[config.mk]
export PLATFORM = sky130hd
export DESIGN_NAME = muldiv_unit
export DESIGN_NICKNAME = d
export VERILOG_FILES = /design/src/rtl/muldiv_unit.sv
export SDC_FILE = /design/constraint.sdc
export NUM_CORES = 1
export LEC_CHECK = 0
export CAP_MARGIN = 25
export CORE_UTILIZATION = 57
export CTS_BUF_LIST = sky130_fd_sc_hd__clkbuf_4
export CTS_CLUSTER_DIAMETER = 200
export DETAILED_ROUTE_END_ITERATION = 10
export PLACE_DENSITY = 0.8
export REMOVE_ABC_BUFFERS = 1
export SLEW_MARGIN = 20
export SYNTH_ARGS = -nofsm -noshare
export SYNTH_HDL_FRONTEND = slang
export SYNTH_SLANG_ARGS = --single-unit
[constraint.sdc]
create_clock -name clock -period 3 [get_ports clock]
set_input_delay 0.6 -clock clock [delete_from_list [all_inputs] [get_ports clock]]
set_output_delay 0.6 -clock clock [all_outputs]
set_load 0.05 [all_outputs]
[src/rtl/muldiv_unit.sv]
// rtl/muldiv_unit.sv - iterative RV32M/RV64M multiply/divide unit
// Shift-add multiply and restoring divide on operand magnitudes, with a single sign-fix cycle.
module muldiv_unit #(
   parameter int XLEN = 32
) (
   input  logic            clock,
   input  logic            reset_n,
   input  logic            start,
   input  logic [2:0]      funct3,
   input  logic [XLEN-1:0] rs1,
   input  logic [XLEN-1:0] rs2,
   output logic            busy,
   output logic            done,
   output logic [XLEN-1:0] result
);

   localparam int CNT_W = $clog2(XLEN) + 1;

   typedef enum logic [1:0] {S_IDLE, S_CALC, S_FIX, S_DONE} state_t;

   state_t              r_state;
   state_t              w_next;
   logic [CNT_W-1:0]    r_cnt;
   logic [2:0]          r_op;
   logic                r_sign_a;
   logic                r_sign_b;
   logic [XLEN-1:0]     r_opa;
   logic [XLEN-1:0]     r_opb;
   logic [2*XLEN-1:0]   r_prod;
   logic [XLEN-1:0]     r_rem;
   logic [XLEN-1:0]     r_result;

   logic                w_accept;
   logic                w_a_signed;
   logic                w_b_signed;
   logic                w_sa;
   logic                w_sb;
   logic [XLEN-1:0]     w_mag_a;
   logic [XLEN-1:0]     w_mag_b;
   logic                w_div0;
   logic                w_ovf;
   logic                w_short;
   logic [XLEN-1:0]     w_short_res;
   logic [XLEN:0]       w_msum;
   logic [XLEN:0]       w_shift;
   logic                w_ge;
   logic [XLEN-1:0]     w_sub;
   logic [2*XLEN-1:0]   w_prod_fix;
   logic [XLEN-1:0]     w_quo;
   logic [XLEN-1:0]     w_rmd;
   logic [XLEN-1:0]     w_fix_res;

   assign w_accept   = start & ((r_state == S_IDLE) | (r_state == S_DONE));
   // rs1 is signed for MUL/MULH/MULHSU/DIV/REM; rs2 only for MUL/MULH/DIV/REM
   assign w_a_signed = funct3[2] ? ~funct3[0] : (funct3[1:0] != 2'b11);
   assign w_b_signed = funct3[2] ? ~funct3[0] : ~funct3[1];
   assign w_sa       = w_a_signed & rs1[XLEN-1];
   assign w_sb       = w_b_signed & rs2[XLEN-1];
   assign w_mag_a    = w_sa ? -rs1 : rs1;
   assign w_mag_b    = w_sb ? -rs2 : rs2;

   assign w_div0      = funct3[2] & (rs2 == '0);
   assign w_ovf       = funct3[2] & ~funct3[0] & (rs1 == {1'b1, {(XLEN-1){1'b0}}}) & (&rs2);
   assign w_short     = w_div0 | w_ovf;
   assign w_short_res = w_div0 ? (funct3[1] ? rs1 : '1) : (funct3[1] ? '0 : rs1);

   assign w_msum  = {1'b0, r_prod[2*XLEN-1:XLEN]} + (r_prod[0] ? {1'b0, r_opa} : '0);
   assign w_shift = {r_rem, r_prod[XLEN-1]};
   assign w_ge    = w_shift >= {1'b0, r_opb};
   assign w_sub   = w_shift[XLEN-1:0] - r_opb;

   assign w_prod_fix = (r_sign_a ^ r_sign_b) ? -r_prod : r_prod;
   assign w_quo      = (r_sign_a ^ r_sign_b) ? -r_prod[XLEN-1:0] : r_prod[XLEN-1:0];
   assign w_rmd      = r_sign_a ? -r_rem : r_rem;

   always_comb begin
      w_fix_res = w_rmd;
      case (r_op)
         3'b000:                 w_fix_res = w_prod_fix[XLEN-1:0];
         3'b001, 3'b010, 3'b011: w_fix_res = w_prod_fix[2*XLEN-1:XLEN];
         3'b100, 3'b101:         w_fix_res = w_quo;
         default:                w_fix_res = w_rmd;
      endcase
   end

   always_comb begin
      w_next = r_state;
      case (r_state)
         S_IDLE, S_DONE: w_next = start ? (w_short ? S_DONE : S_CALC) : S_IDLE;
         S_CALC:         if (r_cnt == CNT_W'(1)) w_next = S_FIX;
         S_FIX:          w_next = S_DONE;
         default:        w_next = S_IDLE;
      endcase
   end

   always_ff @(posedge clock or negedge reset_n) begin
      if (!reset_n) r_state <= S_IDLE;
      else          r_state <= w_next;
   end

   always_ff @(posedge clock or negedge reset_n) begin
      if (!reset_n) begin
         r_cnt    <= '0;
         r_op     <= '0;
         r_sign_a <= 1'b0;
         r_sign_b <= 1'b0;
         r_opa    <= '0;
         r_opb    <= '0;
         r_prod   <= '0;
         r_rem    <= '0;
         r_result <= '0;
      end else if (w_accept) begin
         r_op     <= funct3;
         r_sign_a <= w_sa;
         r_sign_b <= w_sb;
         r_opa    <= w_mag_a;
         r_opb    <= w_mag_b;
         r_cnt    <= CNT_W'(XLEN);
         r_rem    <= '0;
         // low half holds the multiplier, or the dividend that becomes the quotient
         r_prod   <= {{XLEN{1'b0}}, (funct3[2] ? w_mag_a : w_mag_b)};
         if (w_short) r_result <= w_short_res;
      end else if (r_state == S_CALC) begin
         r_cnt <= r_cnt - 1'b1;
         if (r_op[2]) begin
            r_rem              <= w_ge ? w_sub : w_shift[XLEN-1:0];
            r_prod[XLEN-1:0]   <= {r_prod[XLEN-2:0], w_ge};
         end else begin
            r_prod <= {w_msum, r_prod[XLEN-1:1]};
         end
      end else if (r_state == S_FIX) begin
         r_result <= w_fix_res;
      end
   end

   assign busy   = (r_state == S_CALC) | (r_state == S_FIX);
   assign done   = (r_state == S_DONE);
   assign result = r_result;

endmodule
==> results of run 1 <==
-- report_power, final --
part | internal, W | leakage (nW) | switching [W]
Sequential | 0.00391 | 2.59 | 0.00109
Clock | 0.00136 | 0.422 | 0.00127
Combinational | 0.00656 | 7.62 | 0.00957
-- metrics by stage --
step / utilization, % / hold slack [ns] / power [W]
after floorplan: - / 0.3044 / 0.01324
after global placement: 72.64 / 0.4538 / 0.01826
after detailed placement: 72.69 / 0.4629 / 0.01874
after CTS: 78.47 / 0.3647 / 0.02216
after global routing: 81.79 / 0.3713 / 0.02497
final: 81.79 / 0.3857 / 0.02376
-- area by class of cell --
| type | instances | area [um^2] |
|---|---|---|
| Inverter | 70 | 267.8 |
| Multi-Input combinational cell | 1719 | 12090 |
| Antenna cell | 2 | 5.005 |
| Clock inverter | 10 | 63.81 |
| Sequential cell | 205 | 5135 |
| Timing Repair Buffer | 569 | 4801 |
| Fill cell | 1846 | 5226 |
| Tap cell | 384 | 480.5 |
| Clock buffer | 85 | 638.1 |
-- flip-flops by register name, summed over array words and instances, names as in the netlist --
register / cells
r_sign_b: 1
r_sign_a: 1
r_op: 3
r_state: 2
r_rem: 32
r_prod: 64
r_opa: 32
r_cnt: 6
r_opb: 32
result: 32
-- placed cells by master, fill, tap and decap left out, types with 9 or more instances in the layout --
cell / n
a21oi_1: 123
a211oi_1: 26
dfrtp_1: 201
or3_1: 15
inv_2: 9
o21ai_2: 19
ha_4: 18
inv_1: 60
xor2_1: 102
a21oi_2: 19
ha_1: 53
o31ai_1: 27
xnor2_1: 82
or4_1: 14
nor4_1: 11
buf_4: 429
a21o_1: 29
a31oi_1: 29
o21ai_0: 212
nor2_1: 139
nor2_2: 9
nor2b_1: 9
o21ai_1: 35
clkbuf_4: 85
nand2b_1: 30
nand2_1: 266
and2_1: 36
nand4_1: 18
clkdlybuf4s50_1: 93
buf_12: 10
buf_6: 19
nand3_1: 32
o21a_1: 10
mux2i_1: 55
nor3_1: 40
o211ai_1: 28
o22ai_1: 10
-- timing repair --
action	CTS	global route
cloned	3	4
hold buffers	1	0
hold endpoints to repair	50	0
pin swaps	73	101
buffers inserted	33	26
gates resized for setup	176	159
endpoints found under the setup margin	87	87
-- worst min-delay path, cell delays in order --
cell and delay [ns]:
buf_2 0.16, nand2b_1 0.15, nand2_1 0.06, o22ai_1 0.05
-- routing by layer --
layer / wire length (um) / vias up
met2: 32060 / 1296
met5: 0 / -
met4: 3649 / 0
met3: 6870 / 274
li1: - / 8617
met1: 25490 / 9334
-- path summary, 6_finish.rpt --
kind                       slack (ns)  cells after the start    endpoint
min in group asynchronous        0.43                      2   r_opa[28]
max in group asynchronous        1.73                      3    r_rem[1]
setup / recovery                -0.16                     13  r_prod[56]
hold reg to reg                  0.47                      2   r_opa[30]
hold / removal                   0.39                      4  r_prod[30]
setup reg to reg                -0.16                     13  r_prod[56]
-- cell families after synthesis --
family          count (synthesis)  synth area share (%)
xor+xnor                      197                 10.37
compound gates                680                 24.90
simple gates                  703                 20.00
flops                         205                 30.82
fa+ha+maj                      77                 5.864
buf+inv                       188                 4.346
mux                            61                 3.699
==> impl_metrics.env, run 1 <==
export IMPL_worstSetupPathType="reg -> reg"
export IMPL_grtUsageMet1_pct=52.85
export IMPL_worstHoldStart="funct3[2]"
export IMPL_cp_max_fo=7
export IMPL_finalSetupViolCount=37
export IMPL_rsz0062_at_grt="yes"
export IMPL_yosysTopAreaCell="dfrtp_1"
export IMPL_rr_startpoint="r_prod[0]"
export IMPL_worstSetupStartpointType="flip-flop"
export IMPL_ir_drop_uv=618.0
export IMPL_critPathLaunch="r_prod[0]"
export IMPL_num_vias=19520
export IMPL_tightest_slew_ns=0.6957
export IMPL_cp_slowest_cell="dfrtp_2"
export IMPL_power_density_mw_per_mm2=1012
export IMPL_yosys_warnings=0
export IMPL_cts_tree="yes"
export IMPL_h_tree_depth=2
export IMPL_async_reset_ff_share_pct=100.0
export IMPL_yosysMostFrequentCell="nand2_1"
export IMPL_critPathArrivalTime_ns=3.77
export IMPL_instances_no_fill=3044
export IMPL_slew_headroom_pct=53.53
export IMPL_synth_area_per_cell_um2=7.884
export IMPL_grt_usage_pct=42.07
export IMPL_cellLeakagePower_nw=10.63
export IMPL_synth_common_cells="nand2_1, o21ai_0, dfrtp_1"
export IMPL_worst_slack_ns=-0.1639
export IMPL_synth_edff_count=0
export IMPL_end_kind="flip-flop"
export IMPL_clock_latency_ns=0.73
export IMPL_grt_max_degree=70
export IMPL_fin_area_mm2=0.02348
export IMPL_path_cells="nand2_1, inv_1, ha_1, a211o_1, o211ai_1, a21oi_2, a221o_1, o21a_2, or2_4, a21o_1, a21oi_2, xor2_1, o21ai_1"
export IMPL_ant_nets=0
export IMPL_fp_dieH_um=172.9
export IMPL_ys_types=73
export IMPL_finalCriticalPeriod_ns=3.164
export IMPL_drtPass1Iterations=9
export IMPL_drt_initial_drc_count=1942
export IMPL_use_met3_pct=7.388
export IMPL_grt_antenna_before_repair=2
export IMPL_drt_vias_per_instance=6.413
export IMPL_core_area_mm2=0.02870
export IMPL_synth_seq_cells=205
export IMPL_final_nets=2766
export IMPL_required_ns=3.61
export IMPL_post_route_period_util_pct=105.5
export IMPL_row_count=62
export IMPL_place_inst=2883
export IMPL_io_pins=104
export IMPL_ys_top_cells_by_area="dfrtp_1, o21ai_0, nand2_1"
export IMPL_critPathMostFrequentCell="a21oi_2"
export IMPL_clk_pin_slew_worst_paths_ns=0.07
export IMPL_dp_slack_ns=-1.044
export IMPL_root_buffer="clkbuf_4"
export IMPL_grt_ovfl_total=0
export IMPL_routed_wl_um=68070
export IMPL_io_buffers=103
export IMPL_path_delay_family="compound AO/OA/AOI/OAI gates"
export IMPL_crit_buf_inv=1
export IMPL_place_congestion=0.9816
export IMPL_status="finished, violations left"
export IMPL_numCtsBuffers=55
export IMPL_grt_util_met2_pct=71.00
export IMPL_slowest_delay_ns=0.50
export IMPL_drive_above_1_share_pct=29.35
export IMPL_avgRoutedWirePerCell_um=22.36
export IMPL_skew_ns=0.04913
export IMPL_grt_pass1_vias=18380
export IMPL_start_util_pct=57.98
export IMPL_synth_ff_type="dfrtp_1"
export IMPL_busiest_layer="met2"
export IMPL_remaining_drc_errors=0
export IMPL_die_x_um=172.9
export IMPL_hp_class="in -> reg"
export IMPL_yosysSeqAreaShare_pct=30.82
export IMPL_die_area_mm2=0.02988
export IMPL_dp_hpwl_um=46880
export IMPL_hold_violations=0
export IMPL_place_area_mm2=0.02086
export IMPL_syn_inst=2111
export IMPL_syn_to_final_growth_pct=41.06
export IMPL_synth_area_mm2=0.01664
export IMPL_cts_max_path_buffers=3
export IMPL_max_freq_mhz=316.1
export IMPL_finalSetupTns_ns=-2.209
export IMPL_grt_pass1_wl_um=99430
export IMPL_violations="setup timing"
export IMPL_drv_cap=0
export IMPL_final_max_slew_viol_count=0
export IMPL_synth_top_area_share_pct=30.82
export IMPL_cts_sinks=205
(Power assumes the default switching activity.)
==> run 2: changes to the inputs <==
Settings changed: CAP_MARGIN 25 to 10.
==> run 2 against run 1 <==
  * The run still ends with setup timing left
  * Final area is 0.83% higher
  * Power is 1.4% higher
  * Register-to-register slack worse by 0.11 ns
  * Clock power is 7% lower
  * Flip-flop and latch count stayed put
  * Core utilization is 0.68 points higher
  * First-iteration DRC count is 20% higher
  * Hold slack worse by 0.024 ns
  * Sequential share of layout area is 0.18 points lower
  * Worst setup slack worse by 0.11 ns
==> impl_metrics.env, run 2 (same netlist as run 1, synthesis figures left out) <==
export IMPL_status="finished, violations left"
export IMPL_violations="setup timing"
export IMPL_routed_wl_um=70090
export IMPL_fp_dieH_um=172.9
export IMPL_clk_pin_slew_worst_paths_ns=0.07
export IMPL_ant_nets=0
export IMPL_drtPass1Iterations=8
export IMPL_start_util_pct=57.98
export IMPL_drt_vias_per_instance=6.504
export IMPL_worstSetupStartpointType="flip-flop"
export IMPL_worstSetupPathType="reg -> reg"
export IMPL_grt_antenna_before_repair=3
export IMPL_die_x_um=172.9
export IMPL_io_buffers=103
export IMPL_grt_ovfl_total=0
export IMPL_end_kind="flip-flop"
export IMPL_cellLeakagePower_nw=10.69
export IMPL_hp_class="in -> reg"
export IMPL_cts_tree="yes"
export IMPL_core_area_mm2=0.02870
export IMPL_grt_max_degree=70
export IMPL_post_route_period_util_pct=109.0
export IMPL_h_tree_depth=2
export IMPL_dp_slack_ns=-1.036
export IMPL_crit_buf_inv=2
export IMPL_grt_pass1_vias=18430
export IMPL_final_common_cell="buf_4"
export IMPL_cts_max_path_buffers=3
export IMPL_dp_hpwl_um=46810
export IMPL_worst_slack_ns=-0.2697
export IMPL_skew_ns=0.04995
export IMPL_n_fill_cell=1800
export IMPL_p_total_w=0.02408
export IMPL_largest_reg_flops=64
export IMPL_io_pins=104
export IMPL_regMostFlops="r_prod"
export IMPL_avgRoutedWirePerCell_um=22.96
export IMPL_root_buffer="clkbuf_4"
export IMPL_numCtsBuffers=56
export IMPL_path_delay_family="compound AO/OA/AOI/OAI gates"
export IMPL_num_vias=19850
export IMPL_drt_initial_drc_count=2325
export IMPL_cts_sinks=205
export IMPL_final_cell_mix="buf_4, nand2_1, o21ai_0, dfrtp_1, nor2_1"
export IMPL_cp_max_fo=8
export IMPL_slew_headroom_pct=51.11
export IMPL_die_area_mm2=0.02988
export IMPL_path_cells="ha_4, nor2b_4, o211ai_1, a31oi_2, o21ai_4, o31a_1, o21a_1, a221o_2, buf_12, buf_16, mux2i_1, o21ai_1"
export IMPL_drive_above_1_share_pct=29.91
export IMPL_required_ns=3.58
export IMPL_drv_cap=0
export IMPL_critPathArrivalTime_ns=3.85
export IMPL_finalCriticalPeriod_ns=3.270
export IMPL_ir_drop_uv=620.1
export IMPL_hold_violations=0
export IMPL_syn_to_final_growth_pct=42.23
export IMPL_remaining_drc_errors=0
export IMPL_tightest_slew_ns=0.7333
export IMPL_final_max_slew_viol_count=0
export IMPL_clock_latency_ns=0.74
export IMPL_max_freq_mhz=305.8
export IMPL_power_density_mw_per_mm2=1017
export IMPL_cp_slowest_cell="a221o_2"
export IMPL_row_count=62
export IMPL_grt_pass1_wl_um=100700
export IMPL_rrSetupSlack_ns=-0.27
export IMPL_place_congestion=0.9816
export IMPL_finalSetupViolCount=56
export IMPL_slowest_delay_ns=0.49
export IMPL_multi_input_comb_area_mm2=0.01219
export IMPL_rsz0062_at_grt="yes"
export IMPL_grt_usage_pct=42.44
export IMPL_seq_area_mm2=0.005135
export IMPL_final_nets=2773
## run 2: routing by layer
metal	global-route usage, %	vias to the layer above	part of all wire, %
li1	-	8640	-
met1	54.69	9439	37
met2	70.88	1384	46
met3	6.245	386	10
met4	18.66	0	6.8
met5	0	-	0
## run 2: path summary, 6_finish.rpt
check / from / endpoint / depth (start not counted)
max: r_rem[0] / r_rem[13] / 12
min: funct3[2] / r_prod[30] / 4
max reg2reg: r_rem[0] / r_rem[13] / 12
min reg2reg: r_opa[4] / r_opa[4] / 2
max in group asynchronous: reset_n / r_rem[1] / 3
min in group asynchronous: reset_n / r_opb[23] / 2
## run 2: cell type report
| cell class | count | area share, % |
|---|---|---|
| timing repair buffer | 576 | 20.91 |
| clock buffer | 73 | 2.315 |
| antenna | 3 | 0.03172 |
| clock inverter | 23 | 0.3859 |
| inverter | 70 | 1.142 |
| sequential | 205 | 21.69 |
| multi-input combinational | 1718 | 51.50 |
| tap | 384 | 2.030 |
## run 2: what timing repair did
item | 4_1_cts | 5_1_grt
buffers inserted | 33 | 30
resized for setup | 222 | 156
endpoints found under the hold margin | 50 | 0
cloned | 6 | 3
endpoints found under the setup margin | 87 | 90
hold buffers | 1 | 0
pin swaps | 92 | 112
## run 2: worst register-to-register path, cell delays in order, from the launching register on
cell      delay (ns)
dfrtp_2         0.46
ha_4            0.28
nor2b_4         0.15
o211ai_1        0.13
a31oi_2         0.31
o21ai_4         0.12
o31a_1          0.32
o21a_1          0.21
a221o_2         0.49
buf_12          0.19
buf_16          0.15
mux2i_1         0.23
o21ai_1         0.11
## run 2: power by group
group	total (W)	internal [W]	switching [W]
clock network	0.00245	0.00113	0.00132
registers	0.00502	0.00391	0.00111
logic	0.0166	0.00680	0.00980
## run 2: stage by stage
step                      TNS (ns)  util, %  hold WS [ns]  cells  area [um^2]
after floorplan            -292.14        -        0.3044   1993        16180
after global placement      -55.73    72.64        0.4538   2882        20850
after detailed placement    -64.39    72.64        0.4633   2882        20850
after CTS                   -2.026    78.95        0.3392   3018        22660
after global routing        -11.98    82.47        0.3619   3052        23670
final                       -6.864    82.47        0.3615   3052        23670
